$ cat config.mk
export PLATFORM = sky130hd
export DESIGN_NAME = spike_neo_detector
export DESIGN_NICKNAME = d
export VERILOG_FILES = /design/src/rtl/spike_neo_detector.sv
export SDC_FILE = /design/constraint.sdc
export NUM_CORES = 2
export LEC_CHECK = 0
export CORE_MARGIN = 1
export CORE_UTILIZATION = 55
export CTS_CLUSTER_DIAMETER = 100
export DETAILED_ROUTE_END_ITERATION = 8
export PLACE_DENSITY = 0.78
export SYNTH_ARGS = -nofsm -noshare
export SYNTH_HDL_FRONTEND = slang
export SYNTH_SLANG_ARGS = --single-unit
$ cat constraint.sdc
create_clock -name CLK -period 8.6 [get_ports CLK]
set_clock_uncertainty 0.05 [all_clocks]
set_input_delay 2.15 -clock CLK [delete_from_list [all_inputs] [get_ports CLK]]
set_output_delay 2.15 -clock CLK [all_outputs]
set_load 0.01 [all_outputs]
$ cat src/rtl/spike_neo_detector.sv
// Nonlinear energy operator spike detector with threshold compare and refractory lockout.
// Optional sample timestamping is enabled by defining SPIKE_NEO_TS_EN.
module spike_neo_detector #(
  parameter int BITSIZE    = 16,
  parameter int REFRAC_SMP = 32,
  parameter int TS_WIDTH   = 32
) (
  input  logic                   CLK,
  input  logic                   nRST,
  input  logic                   EN,
  input  logic                   DATA_VALID,
  input  logic [BITSIZE-1:0]     DATA_IN,
  input  logic [2*BITSIZE-1:0]   THRESHOLD,
  output logic [2*BITSIZE-1:0]   NEO_OUT,
  output logic                   NEO_VALID,
  output logic                   SPIKE_DET,
  output logic [TS_WIDTH-1:0]    SPIKE_TS
);

  localparam int PW = 2 * BITSIZE;
  localparam int DW = PW + 1;
  localparam int RW = (REFRAC_SMP < 1) ? 1 : $clog2(REFRAC_SMP + 1);
  localparam logic [RW-1:0] REFRAC_LD = RW'(REFRAC_SMP);

  // Offset binary to two's complement: flip the MSB.
  function automatic logic signed [BITSIZE-1:0] to_signed(input logic [BITSIZE-1:0] v);
    return {~v[BITSIZE-1], v[BITSIZE-2:0]};
  endfunction

  function automatic logic [PW-1:0] clamp_neg(input logic signed [DW-1:0] d);
    return d[DW-1] ? '0 : d[PW-1:0];
  endfunction

  logic                      dv_q;
  logic                      accept;
  logic [1:0]                fill_cnt;
  logic signed [BITSIZE-1:0] x0_p0, x1_p0, x2_p0;
  logic                      vld_p0, vld_p1;
  logic signed [PW-1:0]      x0_w, x1_w, x2_w;
  logic signed [PW-1:0]      sq_p1, cross_p1;
  logic signed [DW-1:0]      diff_p1;
  logic [PW-1:0]             neo_next;
  logic                      spike_hit;
  logic [RW-1:0]             refrac_cnt;

  assign accept = EN & DATA_VALID & ~dv_q;

  always_comb begin
    x0_w      = PW'(x0_p0);
    x1_w      = PW'(x1_p0);
    x2_w      = PW'(x2_p0);
    diff_p1   = DW'(sq_p1) - DW'(cross_p1);
    neo_next  = clamp_neg(diff_p1);
    spike_hit = (neo_next > THRESHOLD) && (refrac_cnt == '0);
  end

  // Stage 0: edge-detected accept shifts the sample window
  always_ff @(posedge CLK or negedge nRST) begin
    if (!nRST) begin
      dv_q       <= 1'b0;
      fill_cnt   <= 2'd0;
      x0_p0      <= '0;
      x1_p0      <= '0;
      x2_p0      <= '0;
      vld_p0     <= 1'b0;
      vld_p1     <= 1'b0;
      NEO_OUT    <= '0;
      NEO_VALID  <= 1'b0;
      SPIKE_DET  <= 1'b0;
      refrac_cnt <= '0;
    end else if (!EN) begin
      dv_q       <= 1'b0;
      fill_cnt   <= 2'd0;
      x0_p0      <= '0;
      x1_p0      <= '0;
      x2_p0      <= '0;
      vld_p0     <= 1'b0;
      vld_p1     <= 1'b0;
      NEO_OUT    <= '0;
      NEO_VALID  <= 1'b0;
      SPIKE_DET  <= 1'b0;
      refrac_cnt <= '0;
    end else begin
      dv_q   <= DATA_VALID;
      vld_p0 <= accept && (fill_cnt == 2'd2);
      if (accept) begin
        x0_p0 <= to_signed(DATA_IN);
        x1_p0 <= x0_p0;
        x2_p0 <= x1_p0;
        if (fill_cnt != 2'd2) fill_cnt <= fill_cnt + 2'd1;
      end
      vld_p1 <= vld_p0;
      // Stage 2: clamp, threshold and refractory update
      NEO_VALID <= vld_p1;
      SPIKE_DET <= vld_p1 && spike_hit;
      if (vld_p1) begin
        NEO_OUT <= neo_next;
        if (spike_hit) refrac_cnt <= REFRAC_LD;
        else if (refrac_cnt != '0) refrac_cnt <= refrac_cnt - RW'(1);
      end
    end
  end

  // Stage 1: products (data only, qualified by vld_p1 downstream)
  always_ff @(posedge CLK) begin
    sq_p1    <= x1_w * x1_w;
    cross_p1 <= x0_w * x2_w;
  end

`ifdef SPIKE_NEO_TS_EN
  logic [TS_WIDTH-1:0] ts_cnt, cidx_p0, cidx_p1;

  always_ff @(posedge CLK or negedge nRST) begin
    if (!nRST) begin
      ts_cnt   <= '0;
      cidx_p0  <= '0;
      cidx_p1  <= '0;
      SPIKE_TS <= '0;
    end else if (!EN) begin
      ts_cnt   <= '0;
      cidx_p0  <= '0;
      cidx_p1  <= '0;
      SPIKE_TS <= '0;
    end else begin
      // The new centre sample is the one accepted just before this one.
      if (accept) begin
        ts_cnt  <= ts_cnt + TS_WIDTH'(1);
        cidx_p0 <= ts_cnt - TS_WIDTH'(1);
      end
      cidx_p1 <= cidx_p0;
      if (vld_p1 && spike_hit) SPIKE_TS <= cidx_p1;
    end
  end
`else
  assign SPIKE_TS = '0;
`endif

endmodule
==> impl_metrics.json <==
{
  "status": "completed",
  "worst_ep_required_time_ps": 8910,
  "pwr-share-seq_pct": 29.9,
  "ctsHoldBuffers": 0,
  "clk_path_buf_depth": 2,
  "num_rows": 80,
  "clock_latency_ps": 490,
  "maxCapViolCount": 0,
  "path_clk_slew_ps": 70,
  "vias_per_cell": 5.44,
  "drc_errors": 0,
  "power_frac_comb_pct": 42.5,
  "synth.avg_cell_area_um2": 9.01,
  "dr.pass1.iters": 7,
  "cts.sinks": 156,
  "rsz0062_at_grt": "no",
  "finalWorstPathRequiredPeriod_ps": 7010,
  "cp.arrival_ps": 7330,
  "synth_top_area_share_pct": 36.7,
  "leakage_uw": 0.0154,
  "synth-seq-area-share_pct": 13.2,
  "hpwl_um": 52900,
  "die_h_um": 224,
  "yosysMostFrequentCell": "inv_1",
  "cellPowerDensity_mw_per_mm2": 94.9,
  "cts.root.buffer_cell": "clkbuf_16",
  "pin_count": 118,
  "yosys.area_share.simple_pct": 15.0,
  "synth_compound_area_share_pct": 8.43,
  "grt_overflow": 0,
  "die_w_um": 224,
  "hold_start": "NEO_OUT[13]",
  "endpoint_kind": "register",
  "async_flop_share_pct": 59.6,
  "port_buffers": 85,
  "yosys.area_share.xor_xnor_pct": 3.33,
  "finalCritPeriodShare_pct": 81.6,
  "switching_share_pct": 41.7,
  "synth_edf_count": 0,
  "synth_top_family_by_area": "adder cells",
  "yosys_warnings": 0,
  "timing_worst_setup_path_type": "reg -> reg",
  "n_antenna_cell": 0,
  "syn_inst": 3006,
  "relSlewSlack_pct": 36.1,
  "die_area_mm2": 0.0501,
  "synth.area.top_cells": "fa_1 37%, ha_1 11%, inv_1 9.3%, dfrtp_1 8.6%, nand2_1 4.7%",
  "p_int_uw": 1600,
  "syn_area_mm2": 0.0271,
  "drt-initial-drc-count": 1340,
  "worstHoldPathType": "reg -> reg",
  "synthAdderAreaFrac_pct": 47.7,
  "synth_mux_area_share_pct": 0.522,
  "reg2regPathDepth": 18,
  "crit_path_max_fanout": 20,
  "htree_levels": 4,
  "start_util_pct": 56.3,
  "synth_top_area_cell": "fa_1",
  "ys_ff_latch": 156,
  "place.gp.congestion": 0.913,
  "finalSetupViolCount": 0,
  "first_global_vias": 21409,
  "start_kind": "register",
  "post_cts_buffers": 0,
  "antenna_left": 0,
  "tightest_slew_ps": 957,
  "grt_usage_pct": 26.9,
  "fin_nets": 3800,
  "core_area_mm2": 0.0481,
  "finish.utilization_pct": 60.0,
  "whs_endpoint": "NEO_OUT[13]",
  "tns_ps": 0,
  "drive_gt1_share_pct": 2.64,
  "cts_made_buffers": 17,
  "hold_path_depth": 2,
  "irDropWorstVdd_mv": 0.123,
  "vias": 20041,
  "switching_power_uw": 1140,
  "cts.repair.resized": 0,
  "grt_pass1_wl_um": 106000,
  "reg2reg_to": "sq_p1[31]",
  "antenna_found_initial": 1,
  "routed_wl_um": 64200,
  "synthTopCellsByCount": "669 x inv_1, 496 x fa_1, 337 x nand2_1",
  "avgRoutedWirePerCell_um": 17.4,
  "synth.distinct_cells": 76,
  "max_freq_mhz": 143,
  "grt_max_degree": 60,
  "ys.flop_type": "dfrtp_1",
  "cts_tree": "done",
  "r2r_start": "x1_p0[15]",
  "synthToLayoutAreaGrowth_pct": 6.70,
  "pwr-share-clk_pct": 27.6,
  "ff2ff_setup_slack_ps": 1590,
  "finalHoldViolCount": 0,
  "drv_slew": 0
}
==> worst max-delay path, stage by stage (launching register included) <==
cell and delay [ps]:
dfrtp_1 780, clkinv_1 250, nor2_1 260, fa_1 600
fa_1 890, fa_1 520, fa_1 510, fa_1 500
inv_1 50, fa_1 490, inv_1 50, ha_1 370
o21a_1 230, a21o_1 180, a21o_1 170, a221o_1 350
a41o_1 280, o41ai_2 240, xnor2_1 120
==> power by group through the flow <==
stage          sequential [uW]  combinational (uW)  clock (uW)
3_5_place_dp               834                1150           0
2_1_floorplan              790                 881           0
4_1_cts                    819                1150         769
6_report                   821                1170         756
5_1_grt                    824                1290         802
3_3_place_gp               833                1110           0
==> worst max-delay path by stage <==
stage | to | startpoint | slack (ps) | depth (start not counted)
after global placement | sq_p1[31] | x1_p0[15] | 1810 | 18
final | sq_p1[31] | x1_p0[15] | 1590 | 18
after global routing | sq_p1[31] | x1_p0[15] | 1330 | 18
after floorplan | sq_p1[31] | x1_p0[15] | 2240 | 21
after CTS | sq_p1[31] | x1_p0[15] | 1670 | 18
after detailed placement | sq_p1[31] | x1_p0[15] | 1680 | 18
==> registers in the layout, summed over array words and instances, names as in the netlist <==
name and flops:
vld_p1 1, cross_p1 32, NEO_VALID 1, NEO_OUT 32, fill_cnt 2, dv_q 1, sq_p1 31, SPIKE_DET 1
x2_p0 16, refrac_cnt 6, x0_p0 16, x1_p0 16, vld_p0 1
==> logic make-up (layout without fill, tap and decap cells) <==
| group | after synthesis | after routing |
|---|---|---|
| buffers and inverters | 816 | 805 |
| adder cells (fa/ha/maj) | 735 | 735 |
| multiplexers | 14 | 14 |
| flip-flops | 156 | 156 |
| AND/OR/NAND/NOR | 845 | 845 |
| AO/OA/AOI/OAI | 336 | 336 |
| XOR/XNOR | 103 | 103 |
| other | 1 | 32 |
==> area by class of cell <==
cell class	count	area, um^2
timing repair buffer	101	963
clock inverter	15	158
multi-input combinational	2065	20400
tap	656	821
clock buffer	17	425
sequential	156	3590
inverter	672	2520
fill	4057	19200
==> metrics by stage <==
| stage | worst slack (ps) | hold slack (ps) | power, uW | cell area (um^2) | instances |
|---|---|---|---|---|---|
| 2_1_floorplan | 2240 | 367 | 1670 | 27200 | 3037 |
| 3_3_place_gp | 1810 | 407 | 1940 | 28300 | 3650 |
| 3_5_place_dp | 1680 | 417 | 1980 | 28300 | 3650 |
| 4_1_cts | 1670 | 434 | 2740 | 28900 | 3682 |
| 5_1_grt | 1330 | 459 | 2920 | 28900 | 3682 |
| 6_report | 1590 | 433 | 2740 | 28900 | 3682 |
==> cell usage in the layout, fill, tap and decap left out, types with 63 or more instances in the layout <==
cell	Yosys	final
a21oi_1	79	79
clkdlybuf4s50_1	0	83
and2_1	176	176
ha_1	239	239
inv_1	669	669
nand2_1	337	337
nor2_1	116	116
fa_1	496	496
dfxtp_1	63	63
xnor2_1	77	77
dfrtp_1	93	93
nand3_1	85	85
==> metal layers <==
| layer | up-vias | routed length (um) | track usage (%) | part of all wire (%) |
|---|---|---|---|---|
| met5 | - | 0 | 0 | 0 |
| met4 | 0 | 1700 | 9.21 | 2.6 |
| met3 | 133 | 4030 | 4.84 | 6.3 |
| met2 | 687 | 31400 | 46.4 | 49 |
| met1 | 10020 | 27100 | 34.0 | 42 |
| li1 | 9201 | - | - | - |
Note: power is estimated with default switching activity, not from simulation.
